--- src/rtl/dmem_arbiter_pkg.sv ---
// Shared encodings for the data-memory arbiter: response owner and priority state.
package dmem_arbiter_pkg;

    typedef enum logic [1:0] {
        OWN_NONE = 2'd0,
        OWN_PIPE = 2'd1,
        OWN_DMA  = 2'd2
    } owner_e;

    typedef enum logic {
        ST_PIPE_PRI = 1'b0,
        ST_DMA_PRI  = 1'b1
    } arb_state_e;

    // Wide enough for STARVE_LIMIT and BURST_MAX up to 255.
    localparam int unsigned CNT_W = 8;

endpackage

--- src/rtl/dmem_arbiter_if.sv ---
// Pipeline, DMA and memory-port signals of the data-memory arbiter.
interface dmem_arbiter_if #(
    parameter int unsigned ADDR_SIZE = 10,
    parameter int unsigned WORD_SIZE = 32
) ();

    logic                 pipe_req;
    logic                 pipe_we;
    logic [ADDR_SIZE-1:0] pipe_addr;
    logic [WORD_SIZE-1:0] pipe_wdata;
    logic                 pipe_stall;
    logic [WORD_SIZE-1:0] pipe_rdata;

    logic                 dma_valid;
    logic                 dma_ready;
    logic                 dma_we;
    logic [ADDR_SIZE-1:0] dma_addr;
    logic [WORD_SIZE-1:0] dma_wdata;
    logic                 dma_rvalid;
    logic [WORD_SIZE-1:0] dma_rdata;

    logic                 mem_en;
    logic                 mem_we;
    logic [ADDR_SIZE-1:0] mem_addr;
    logic [WORD_SIZE-1:0] mem_wdata;
    logic [WORD_SIZE-1:0] mem_rdata;

    // Arbiter side
    modport slave (
        input  pipe_req, pipe_we, pipe_addr, pipe_wdata,
        input  dma_valid, dma_we, dma_addr, dma_wdata,
        input  mem_rdata,
        output pipe_stall, pipe_rdata,
        output dma_ready, dma_rvalid, dma_rdata,
        output mem_en, mem_we, mem_addr, mem_wdata
    );

    // Requester/memory side
    modport master (
        output pipe_req, pipe_we, pipe_addr, pipe_wdata,
        output dma_valid, dma_we, dma_addr, dma_wdata,
        output mem_rdata,
        input  pipe_stall, pipe_rdata,
        input  dma_ready, dma_rvalid, dma_rdata,
        input  mem_en, mem_we, mem_addr, mem_wdata
    );

endinterface

--- src/rtl/dmem_arb_ctrl.sv ---
// Priority FSM with starvation and burst counters; issues at most one grant per cycle.
module dmem_arb_ctrl
    import dmem_arbiter_pkg::*;
#(
    parameter int unsigned STARVE_LIMIT = 8,
    parameter int unsigned BURST_MAX    = 4
) (
    input  logic clk,
    input  logic rst,
    input  logic pipe_req,
    input  logic dma_valid,
    output logic pipe_grant,
    output logic dma_grant
);

    arb_state_e       state, state_nxt;
    logic [CNT_W-1:0] starve_cnt, starve_nxt;
    logic [CNT_W-1:0] burst_cnt, burst_nxt;

    always_ff @(posedge clk or posedge rst) begin
        if (rst) begin
            state      <= ST_PIPE_PRI;
            starve_cnt <= '0;
            burst_cnt  <= '0;
        end else begin
            state      <= state_nxt;
            starve_cnt <= starve_nxt;
            burst_cnt  <= burst_nxt;
        end
    end

    always_comb begin
        state_nxt  = state;
        starve_nxt = starve_cnt;
        burst_nxt  = burst_cnt;
        pipe_grant = 1'b0;
        dma_grant  = 1'b0;

        if (!rst) begin
            case (state)
                ST_PIPE_PRI: begin
                    if (pipe_req)       pipe_grant = 1'b1;
                    else if (dma_valid) dma_grant  = 1'b1;
                end
                ST_DMA_PRI: begin
                    if (dma_valid)      dma_grant  = 1'b1;
                    else if (pipe_req)  pipe_grant = 1'b1;
                end
                default: ;
            endcase
        end

        // A withdrawn DMA request counts as no longer starving.
        if (dma_grant || !dma_valid)
            starve_nxt = '0;
        else if (starve_cnt < CNT_W'(STARVE_LIMIT))
            starve_nxt = starve_cnt + CNT_W'(1);

        if (state == ST_DMA_PRI && dma_grant)
            burst_nxt = burst_cnt + CNT_W'(1);

        // Decide on the post-update counts so the switch takes effect the very next cycle.
        case (state)
            ST_PIPE_PRI: if (starve_nxt == CNT_W'(STARVE_LIMIT)) state_nxt = ST_DMA_PRI;
            ST_DMA_PRI:  if (burst_nxt == CNT_W'(BURST_MAX) || !dma_valid) state_nxt = ST_PIPE_PRI;
            default:     state_nxt = ST_PIPE_PRI;
        endcase

        if (state_nxt == ST_PIPE_PRI)
            burst_nxt = '0;
    end

endmodule

--- src/rtl/dmem_arbiter.sv ---
// Data-memory arbiter between the pipeline MEM stage and the DMA/loader port.
// Define DMEM_ARB_STATS_EN to add stall and DMA-grant statistics counters.
module dmem_arbiter
    import dmem_arbiter_pkg::*;
#(
    parameter int unsigned ADDR_SIZE    = 10,
    parameter int unsigned WORD_SIZE    = 32,
    parameter int unsigned STARVE_LIMIT = 8,
    parameter int unsigned BURST_MAX    = 4
) (
    input  logic            clk,
    input  logic            rst,
`ifdef DMEM_ARB_STATS_EN
    output logic [31:0]     stat_stall_cnt,
    output logic [31:0]     stat_dma_cnt,
`endif
    dmem_arbiter_if.slave   bus
);

    logic                 pipe_grant;
    logic                 dma_grant;
    logic                 we_sel;
    logic [ADDR_SIZE-1:0] addr_sel;
    logic [WORD_SIZE-1:0] wdata_sel;
    owner_e               rsp_owner, rsp_nxt;

    dmem_arb_ctrl #(
        .STARVE_LIMIT (STARVE_LIMIT),
        .BURST_MAX    (BURST_MAX)
    ) u_ctrl (
        .clk        (clk),
        .rst        (rst),
        .pipe_req   (bus.pipe_req),
        .dma_valid  (bus.dma_valid),
        .pipe_grant (pipe_grant),
        .dma_grant  (dma_grant)
    );

    // Memory-port mux; idle port drives zeros.
    always_comb begin
        we_sel    = 1'b0;
        addr_sel  = '0;
        wdata_sel = '0;
        rsp_nxt   = OWN_NONE;
        if (pipe_grant) begin
            we_sel    = bus.pipe_we;
            addr_sel  = bus.pipe_addr;
            wdata_sel = bus.pipe_wdata;
            if (!bus.pipe_we) rsp_nxt = OWN_PIPE;
        end else if (dma_grant) begin
            we_sel    = bus.dma_we;
            addr_sel  = bus.dma_addr;
            wdata_sel = bus.dma_wdata;
            if (!bus.dma_we) rsp_nxt = OWN_DMA;
        end
    end

    assign bus.mem_en     = pipe_grant | dma_grant;
    assign bus.mem_we     = we_sel;
    assign bus.mem_addr   = addr_sel;
    assign bus.mem_wdata  = wdata_sel;
    assign bus.pipe_stall = bus.pipe_req & ~pipe_grant & ~rst;
    assign bus.dma_ready  = bus.dma_valid & dma_grant;
    assign bus.pipe_rdata = bus.mem_rdata;

    // Read data returns one cycle after the grant; DMA gets it re-registered.
    always_ff @(posedge clk or posedge rst) begin
        if (rst) begin
            rsp_owner      <= OWN_NONE;
            bus.dma_rvalid <= 1'b0;
            bus.dma_rdata  <= '0;
        end else begin
            rsp_owner      <= rsp_nxt;
            bus.dma_rvalid <= (rsp_owner == OWN_DMA);
            if (rsp_owner == OWN_DMA)
                bus.dma_rdata <= bus.mem_rdata;
        end
    end

`ifdef DMEM_ARB_STATS_EN
    always_ff @(posedge clk or posedge rst) begin
        if (rst) begin
            stat_stall_cnt <= '0;
            stat_dma_cnt   <= '0;
        end else begin
            if (bus.pipe_stall) stat_stall_cnt <= stat_stall_cnt + 32'd1;
            if (dma_grant)      stat_dma_cnt   <= stat_dma_cnt + 32'd1;
        end
    end
`endif

endmodule

--- src/flat_wrapper.sv ---
// flat-port wrapper written by rule: the top's interface ports become plain ports
module dmem_arbiter_flat import dmem_arbiter_pkg::*;
#(
    parameter int unsigned ADDR_SIZE    = 10,
    parameter int unsigned WORD_SIZE    = 32,
    parameter int unsigned STARVE_LIMIT = 8,
    parameter int unsigned BURST_MAX    = 4
)
  (clk, rst, bus_pipe_req, bus_pipe_we, bus_pipe_addr, bus_pipe_wdata, bus_dma_valid, bus_dma_we, bus_dma_addr, bus_dma_wdata, bus_mem_rdata, bus_pipe_stall, bus_pipe_rdata, bus_dma_ready, bus_dma_rvalid, bus_dma_rdata, bus_mem_en, bus_mem_we, bus_mem_addr, bus_mem_wdata);
  dmem_arbiter_if #(.ADDR_SIZE(ADDR_SIZE), .WORD_SIZE(WORD_SIZE)) bus_i ();
  input  logic clk;
  input  logic rst;
  input wire logic [$bits(bus_i.pipe_req)-1:0] bus_pipe_req;
  input wire logic [$bits(bus_i.pipe_we)-1:0] bus_pipe_we;
  input wire logic [$bits(bus_i.pipe_addr)-1:0] bus_pipe_addr;
  input wire logic [$bits(bus_i.pipe_wdata)-1:0] bus_pipe_wdata;
  input wire logic [$bits(bus_i.dma_valid)-1:0] bus_dma_valid;
  input wire logic [$bits(bus_i.dma_we)-1:0] bus_dma_we;
  input wire logic [$bits(bus_i.dma_addr)-1:0] bus_dma_addr;
  input wire logic [$bits(bus_i.dma_wdata)-1:0] bus_dma_wdata;
  input wire logic [$bits(bus_i.mem_rdata)-1:0] bus_mem_rdata;
  output wire logic [$bits(bus_i.pipe_stall)-1:0] bus_pipe_stall;
  output wire logic [$bits(bus_i.pipe_rdata)-1:0] bus_pipe_rdata;
  output wire logic [$bits(bus_i.dma_ready)-1:0] bus_dma_ready;
  output wire logic [$bits(bus_i.dma_rvalid)-1:0] bus_dma_rvalid;
  output wire logic [$bits(bus_i.dma_rdata)-1:0] bus_dma_rdata;
  output wire logic [$bits(bus_i.mem_en)-1:0] bus_mem_en;
  output wire logic [$bits(bus_i.mem_we)-1:0] bus_mem_we;
  output wire logic [$bits(bus_i.mem_addr)-1:0] bus_mem_addr;
  output wire logic [$bits(bus_i.mem_wdata)-1:0] bus_mem_wdata;
  assign bus_i.pipe_req = bus_pipe_req;
  assign bus_i.pipe_we = bus_pipe_we;
  assign bus_i.pipe_addr = bus_pipe_addr;
  assign bus_i.pipe_wdata = bus_pipe_wdata;
  assign bus_i.dma_valid = bus_dma_valid;
  assign bus_i.dma_we = bus_dma_we;
  assign bus_i.dma_addr = bus_dma_addr;
  assign bus_i.dma_wdata = bus_dma_wdata;
  assign bus_i.mem_rdata = bus_mem_rdata;
  assign bus_pipe_stall = bus_i.pipe_stall;
  assign bus_pipe_rdata = bus_i.pipe_rdata;
  assign bus_dma_ready = bus_i.dma_ready;
  assign bus_dma_rvalid = bus_i.dma_rvalid;
  assign bus_dma_rdata = bus_i.dma_rdata;
  assign bus_mem_en = bus_i.mem_en;
  assign bus_mem_we = bus_i.mem_we;
  assign bus_mem_addr = bus_i.mem_addr;
  assign bus_mem_wdata = bus_i.mem_wdata;
  dmem_arbiter #(.ADDR_SIZE(ADDR_SIZE), .WORD_SIZE(WORD_SIZE), .STARVE_LIMIT(STARVE_LIMIT), .BURST_MAX(BURST_MAX)) u_core (.clk(clk), .rst(rst), .bus(bus_i));
endmodule
--- config.mk ---
export PLATFORM = sky130hd
export DESIGN_NAME = dmem_arbiter_flat
export DESIGN_NICKNAME = d
export VERILOG_FILES = /design/src/rtl/dmem_arbiter_pkg.sv /design/src/rtl/dmem_arbiter_if.sv /design/src/rtl/dmem_arb_ctrl.sv /design/src/rtl/dmem_arbiter.sv /design/src/flat_wrapper.sv
export SDC_FILE = /design/constraint.sdc
export NUM_CORES = 1
export LEC_CHECK = 0
export CORE_ASPECT_RATIO = 1.5
export CORE_MARGIN = 3
export CORE_UTILIZATION = 32
export CTS_CLUSTER_DIAMETER = 60
export DETAILED_ROUTE_END_ITERATION = 10
export GPL_ROUTABILITY_DRIVEN = 0
export PLACE_DENSITY = 0.83
export RECOVER_POWER = 100
export SETUP_SLACK_MARGIN = 0.3
export SYNTH_ARGS = -nofsm -noshare
export SYNTH_HDL_FRONTEND = slang
export SYNTH_SLANG_ARGS = --single-unit
--- constraint.sdc ---
create_clock -name clk -period 5.6 [get_ports clk]
set_input_delay 1.4 -clock clk [delete_from_list [all_inputs] [get_ports clk]]
set_output_delay 1.4 -clock clk [all_outputs]
set_load 0.01 [all_outputs]
# ---- Word level (Yosys, flattened, before mapping)
# Index checks and enable logic that the tools add are counted.
dict set report totals {
  out_inout_bits 111
  inputBits 122
  regBits 52
}
dict set report op_classes {
  reduce_logical 4
  add_sub_neg 2
  n_eq_ne 3
  magnitude_cmp 1
  mux 25
  n_bitwise 7
}
# operator count
set op_table {}
lappend op_table {{32-bit 2-to-1 mux} 2}
lappend op_table {{8-bit 2-to-1 mux} 4}
lappend op_table {{10-bit 2-to-1 mux} 2}
lappend op_table {{8-bit by 1-bit adder with 8-bit output, second input constant} 2}
lappend op_table {{1-bit 2-to-1 mux} 11}
lappend op_table {{8-bit by 3-bit == test with 1-bit output, second input constant} 1}
lappend op_table {{8-bit by 4-bit == test with 1-bit output, second input constant} 1}
lappend op_table {{8-bit by 4-bit < comparator with 1-bit output, second input constant} 1}
lappend op_table {{2-bit 2-to-1 mux} 3}
lappend op_table {{1-bit one-hot mux with 2 select lines} 3}
lappend op_table {{1-bit AND} 3}
lappend op_table {{1-bit inverter} 3}
lappend op_table {{2-bit == test, second input constant} 1}
lappend op_table {{1-bit logical OR} 2}
lappend op_table {{1-bit logical AND} 1}
lappend op_table {{1-bit zero test} 1}
lappend op_table {{1-bit bitwise OR} 1}

# ---- Depth between registers and ports, before layout
# Gate-level depths: netlist (run 1).
dict set report depth {
  word_depth 11
  depth_mapped 7
  ltp_nobuf 6
}

# ---- Hierarchy
# A second synthesis (run 1) with hierarchy kept.
dict set report unflattened {
  hier_cells 267
  hier_area_um2 3110.5
}
# mod instances seq_area_each_um2 area_per_inst_um2 cells_each
set modules_own_cells {}
lappend modules_own_cells {dmem_arbiter 1 875.8 2148.3 169}
lappend modules_own_cells {dmem_arb_ctrl 1 425.4 962.2 98}

# ---- Worst setup path after synthesis (run 1)
# No wires, ideal clock.
dict set report synth_path {
  path_type {input -> output}
  from {input port rst}
  to {output port bus_mem_addr[1]}
  setup_slack_ps 663
  arrival_ps 3537
  cell_stages 5
  required_ps 4200
  n_path_buf 2
  path_cell_list {inv_1 and3_1 clkbuf_1 clkbuf_1 a22o_1}
}
dict set report synth_via {
  elab_chain_cells 3
}
# element line_no
set synth_lines {}
lappend synth_lines {{start, declared} flat_wrapper.sv:12} ;# input logic rst;
lappend synth_lines {{1-bit 2-to-1 mux} dmem_arb_ctrl.sv:39} ;# if (!rst) begin
lappend synth_lines {{10-bit 2-to-1 mux} dmem_arbiter.sv:50} ;# end else if (dma_grant) begin
lappend synth_lines {{10-bit 2-to-1 mux (*)} dmem_arbiter.sv:45} ;# if (pipe_grant) begin
lappend synth_lines {{end, declared} flat_wrapper.sv:29} ;# output wire logic [$bits(bus_i.mem_addr)-1:0] bus_mem_addr;
# Every way passes the cells marked *; elsewhere a longest branch is shown, timed or not.

# ---- Worst setup path in the final report (run 1)
dict set report layout_path {
  from {input port bus_dma_valid}
  to {output port bus_mem_wdata[16]}
}
dict set report layout_via {
  elab_chain_cells 6
}
# element line_no
set layout_lines {}
lappend layout_lines {{start, declared} flat_wrapper.sv:17} ;# input wire logic [$bits(bus_i.dma_valid)-1:0] bus_dma_valid;
lappend layout_lines {{1-bit 2-to-1 mux} {dmem_arb_ctrl.sv:43, dmem_arb_ctrl.sv:46}}
lappend layout_lines {{1-bit 2-to-1 mux} dmem_arb_ctrl.sv:42} ;# if (pipe_req) pipe_grant = 1'b1;
lappend layout_lines {{1-bit one-hot mux with 2 select lines} dmem_arb_ctrl.sv:40} ;# case (state)
lappend layout_lines {{1-bit 2-to-1 mux} dmem_arb_ctrl.sv:39}
lappend layout_lines {{32-bit 2-to-1 mux} dmem_arbiter.sv:50}
lappend layout_lines {{32-bit 2-to-1 mux (*)} dmem_arbiter.sv:45}
lappend layout_lines {{end, declared} flat_wrapper.sv:30} ;# output wire logic [$bits(bus_i.mem_wdata)-1:0] bus_mem_wdata;
# Marks and branches as above.

==> flow_summary.toml, run 1 <==
[timing]
worst_pin_slew_ps = 2730
finalSetupViolCount = 0
finalMaxSlewViolations = 87
skew_ps = 2.86
hold_viol = 0
period_share_pct = 90.1
slew_headroom_pct = -82.2
max_freq_mhz = 198
fin_crit_ps = 5050
finalWorstSetupSlack_ps = 552
rsz0062_at_grt = "no"
finalSetupTns_ps = 0

[worst_setup_path]
slowest_stage = "dlygate4sd3_1"
cp_max_fo = 44
cpPeakStageDelay_ps = 700
crit_type = "input port to output pin"
r2r_cells = 3
ff2ff_setup_slack_ps = 3270
crit_chain = "dlygate4sd3_1, nand2_1, and3_1, buf_4, a22o_1, dlygate4sd3_1"
worstReg2RegStart = "u_core.rsp_owner[0]"
worst-path-buf-inv = 3
cp_common_cell = "dlygate4sd3_1"
endpoint_kind = "output pin"
r2r_end = "u_core.bus.dma_rdata[6]"
crit_family = "buffers and inverters"
start_kind = "input port"
crit_arrival_ps = 3650
cp.required_ps = 4200

[min_path]
hp-start = "u_core.bus.dma_rdata[9]"
holdPathEnd = "u_core.bus.dma_rdata[9]"
hold_depth = 1
hp-class = "flip-flop to flip-flop"

[synth]
synth_nets = 386
synth_area_leaders = "dfrtp_1 45%, a22o_1 13%, mux2_2 12%"
avgSynthCellArea_um2 = 11.2
synth_edf_count = 0
yosysUniqueCellTypes = 41
synth_warnings = 0
ys_ff_latch = 52
async_flop_share_pct = 100
synthCells = 262
netlist_area_mm2 = 0.00292
yosys.area.top_type_share_pct = 44.5
synthTopCellsByCount = "52 x dfrtp_1, 43 x a22o_1, 32 x buf_4, 32 x mux2_2, 15 x clkbuf_1"
synth.most_common_cell = "dfrtp_1"
yosysTopAreaCell = "dfrtp_1"
synthFlopType = "dfrtp_1"
ys_seq_area_share_pct = 44.5

[place]
port_buffers = 232
dp_hpwl_mm = 8.15
pre_cts_ws_ps = 679

[layout]
layout-drive-gt1-share_pct = 11.1
fillers = 768
syn_to_final_growth_pct = 79.3
fin_nets = 581
antenna_cells = 0

[detailed_routing]
wire_per_inst_um = 17.1
viasPerCell = 4.96
drc = 0
drt.antenna.violating_nets = 0
wl_mm = 9.73
vias = 2817
drtIter0Drc = 57
dr.pass1.iters = 4

[grt]
grt_use_total_pct = 18.7
grt_max_degree = 53
antenna_found_initial = 1
overflow = 0
grt_first_pass_wirelength_mm = 15.2
globalRouteMet2Util_pct = 36.3
use_met3_pct = 6.80
use_met1_pct = 17.4
busiest_layer = "met2"
grt_pass1_vias = 3063

[clock_tree]
numCtsBuffers = 5
ctsLongestPathBuffers = 2
htreeDepth = 2
cts_resized = 0
path_clk_slew_ps = 60
root_buffer = "clkbuf_16"
cts_tree = "done"
post_cts_buffers = 0
clk_latency_ps = 290
cts_hold_buf = 0
clock-sinks = 52

[floorplanning]
die_w_um = 84.0
std_cell_rows = 42
die-height_um = 123
die_area_mm2 = 0.0103
core_mm2 = 0.00888
pin_count = 233
initial_utilization_pct = 32.9

[flow_run]
cap_violations = 2

[pwr]
power.total_w = 0.00115
leakagePower_nw = 2.25
vdd_drop_max_uv = 176
powerDensity_mw_per_mm2 = 220

[outcome]
violations = "max-capacitance violations, max-slew violations"
outcome = "finished, violations left"
-- where the power goes --
| part | internal (W) | leakage (nW) | switching [W] |
|---|---|---|---|
| Combinational | 0.000243 | 1.51 | 0.000141 |
| Clock | 0.000179 | 0.0772 | 0.000131 |
| Sequential | 0.000432 | 0.662 | 0.0000260 |
-- registers in the layout, summed over array words and instances, names as in the netlist --
| register | count |
|---|---|
| u_core.rsp_owner | 2 |
| u_core.bus.dma_rdata | 32 |
| u_core.u_ctrl.burst_cnt | 8 |
| u_core.u_ctrl.starve_cnt | 8 |
| u_core.u_ctrl.state | 1 |
| u_core.bus.dma_rvalid | 1 |
-- metal layers --
layer,share of wire (%),vias up
li1,-,1329
met1,31,1306
met2,55,160
met3,9.5,20
met4,3.4,2
met5,0.13,-
-- final cells by class --
cell class | instances | area (um^2) | share of cell area, %
clock buffer | 6 | 139 | 2.65
sequential | 52 | 1300 | 24.8
tap | 110 | 138 | 2.63
clock inverter | 2 | 13.8 | 0.263
multi-input combinational | 160 | 1290 | 24.7
timing repair buffer | 236 | 2340 | 44.8
inverter | 2 | 7.51 | 0.143
-- worst reg2reg max path, stage by stage, from the launching register on --
cell and delay, ps:
dfrtp_1 370, nor2b_2 100, clkbuf_1 1270, mux2_2 480
-- layout by cell type, fill, tap and decap left out, types with 2 or more instances in the layout --
master / n
nand3_1: 3
ha_1: 2
clkbuf_16: 5
and2_1: 2
nor2b_1: 4
mux2_2: 32
a21oi_1: 5
o21ai_0: 5
nor3_1: 2
dlygate4sd3_1: 113
buf_4: 2
xnor2_1: 4
nand2_1: 7
and2_0: 3
clkdlybuf4s50_1: 119
or4_1: 2
nor2_1: 13
a22o_1: 43
clkbuf_1: 2
nor4_1: 2
or3_1: 4
dfrtp_1: 52
xor2_1: 3
nand4_1: 4
o31ai_1: 2
-- how the worst max path moves through the flow --
stage | depth (start not counted) | slack [ps] | start | endpoint
final | 6 | 550 | bus_dma_valid | bus_mem_wdata[16]
after global routing | 6 | 450 | bus_dma_valid | bus_mem_wdata[18]
after detailed placement | 6 | 680 | bus_dma_valid | bus_mem_wdata[6]
after CTS | 6 | 680 | bus_dma_valid | bus_mem_wdata[6]
after floorplan | 5 | 660 | rst | bus_mem_addr[1]
after global placement | 6 | 700 | bus_dma_valid | bus_mem_wdata[31]
-- kinds of logic (layout without fill, tap and decap cells) --
family | after synthesis | count (layout) | synth area share (%)
buffers and inverters | 50 | 246 | 10.6
XOR/XNOR | 7 | 7 | 2.10
adder cells (fa/ha/maj) | 2 | 2 | 0.856
multiplexers | 32 | 32 | 12.3
AND/OR/NAND/NOR | 55 | 55 | 11.2
flip-flops | 52 | 52 | 44.5
AO/OA/AOI/OAI | 64 | 64 | 18.4
-- per-stage QoR --
stage | utilization (%) | cell area (um^2) | instances | hold slack [ps]
final | 59.0 | 5240 | 568 | 500
after global routing | 59.0 | 5240 | 568 | 519
after CTS | 59.3 | 5270 | 568 | 510
after detailed placement | 57.6 | 5110 | 560 | 494
after global placement | 57.6 | 5110 | 560 | 489
after floorplan | - | 2920 | 262 | 515
Note: power is estimated with default switching activity, not from simulation.
==> run 2: changes to the inputs <==
==> constraint.sdc (replaced) <==
create_clock -name clk -period 5.6 [get_ports clk]
set_input_delay 1.4 -clock clk [delete_from_list [all_inputs] [get_ports clk]]
set_output_delay 1.4 -clock clk [all_outputs]
set_load 0.005 [all_outputs]
==> run 2 against run 1 <==
The run still ends with max-capacitance violations, max-slew violations left. Register-to-register slack improved by 70 ps. Via count fell by 0.21%. Largest power group unchanged. Worst hold slack got worse by 0.81 ps.
==> flow_summary.toml, run 2 (synthesis gave the netlist of run 1 again) <==
[worst_setup_path]
crit_arrival_ps = 3630
endpoint_kind = "output pin"
crit_type = "input port to output pin"
cp_max_fo = 45
cp.required_ps = 4200
start_kind = "input port"

[pwr]
vdd_drop_max_uv = 153
powerDensity_mw_per_mm2 = 211
leakagePower_nw = 2.24

[layout]
antenna_cells = 0
fillers = 754
largest_reg_flops = 32
top_regs = "u_core.bus.dma_rdata (32), u_core.u_ctrl.burst_cnt (8), u_core.u_ctrl.starve_cnt (8)"
final_common_cell = "clkdlybuf4s50_1"
final_cell_mix = "120 x clkdlybuf4s50_1, 112 x dlygate4sd3_1, 52 x dfrtp_1, 43 x a22o_1, 32 x mux2_2"
fin_nets = 581
layout-drive-gt1-share_pct = 11.4
post-route-util_pct = 59.0
syn_to_final_growth_pct = 79.2
regArea_mm2 = 0.00130
top_register = "u_core.bus.dma_rdata"
multiInputGateArea_mm2 = 0.00130

[floorplanning]
die_area_mm2 = 0.0103
initial_utilization_pct = 32.9
core_mm2 = 0.00888
pin_count = 233
die_w_um = 84.0
std_cell_rows = 42
die-height_um = 123

[timing]
finalSetupViolCount = 0
max_freq_mhz = 199
rsz0062_at_grt = "no"
period_share_pct = 89.8
fin_crit_ps = 5030
worst_pin_slew_ps = 2700
slew_headroom_pct = -80.1
skew_ps = 4.67
finalWorstSetupSlack_ps = 571
finalMaxSlewViolations = 87
hold_viol = 0
finalSetupTns_ps = 0
holdWs_ps = 499

[clock_tree]
cts_hold_buf = 0
clock-sinks = 52
path_clk_slew_ps = 70
post_cts_buffers = 0
htreeDepth = 2
root_buffer = "clkbuf_16"
clk_latency_ps = 280
cts_resized = 0
numCtsBuffers = 5
ctsLongestPathBuffers = 2
cts_tree = "done"

[grt]
antenna_found_initial = 1
overflow = 0
grt_use_total_pct = 18.2
grt_pass1_vias = 2991
grt_first_pass_wirelength_mm = 14.8
grt_max_degree = 53

[place]
dp_hpwl_mm = 8.15
port_buffers = 232
pre_cts_ws_ps = 716

[detailed_routing]
vias = 2811
drtIter0Drc = 123
viasPerCell = 4.95
wire_per_inst_um = 17.0
wl_mm = 9.66
drc = 0
dr.pass1.iters = 4
drt.antenna.violating_nets = 0

[outcome]
outcome = "finished, violations left"
violations = "max-capacitance violations, max-slew violations"

[min_path]
hp-class = "flip-flop to flip-flop"

[flow_run]
cap_violations = 2
run 2: cell count changes in the layout (fill, tap and decap cells not counted):
cell             change
clkdlybuf4s50_1      +1
clkbuf_8             -1
a21boi_0             +1
a21boi_1             -1
clkinvlp_4           +1
a211oi_2             +1
a211oi_1             -1
dlygate4sd3_1        -1
run 2: area by class of cell:
class / instances / area share, %
sequential: 52 / 24.9
clock buffer: 5 / 2.39
timing repair buffer: 236 / 44.8
inverter: 2 / 0.143
tap: 110 / 2.63
multi-input combinational: 160 / 24.8
clock inverter: 3 / 0.406
run 2: report_power, final:
part	switching, W	internal [W]	total, W	leakage [nW]
clock network	0.000133	0.000166	0.000299	0.0702
logic	0.000106	0.000242	0.000347	1.51
registers	0.0000256	0.000432	0.000458	0.662
total	0.000264	0.000840	0.00110	2.24
run 2: path summary, 6_finish.rpt:
check / depth (start not counted) / slack (ps) / to / from
setup / recovery: 7 / 570 / bus_mem_wdata[6] / bus_pipe_req
hold / removal: 1 / 500 / u_core.bus.dma_rdata[23] / u_core.bus.dma_rdata[23]
setup reg to reg: 3 / 3340 / u_core.bus.dma_rdata[11] / u_core.rsp_owner[0]
hold reg to reg: 1 / 500 / u_core.bus.dma_rdata[23] / u_core.bus.dma_rdata[23]
max in group asynchronous: 3 / 1330 / u_core.bus.dma_rdata[2] / rst
min in group asynchronous: 3 / 2740 / u_core.u_ctrl.burst_cnt[2] / rst
run 2: through the flow:
stage	instance area, um^2	total power (W)	instances
floorplan	2920	0.000584	262
global placement	5110	0.000845	560
detailed placement	5110	0.000859	560
CTS	5260	0.00116	568
global route	5240	0.00117	568
finish	5240	0.00110	568
run 2: critical path, stage by stage:
cell and delay [ps]:
dlygate4sd3_1 610, nor2b_1 170, nor2_1 120, and2_0 150, buf_4 390, a22o_1 200, dlygate4sd3_1 590
run 2: routing by layer:
layer | wire length (um) | up-vias | track usage, %
met5 | 13 | - | 0
met4 | 174 | 2 | 5.13
met3 | 932 | 10 | 6.20
met2 | 5440 | 162 | 36.3
met1 | 3100 | 1301 | 17.5
li1 | - | 1336 | -
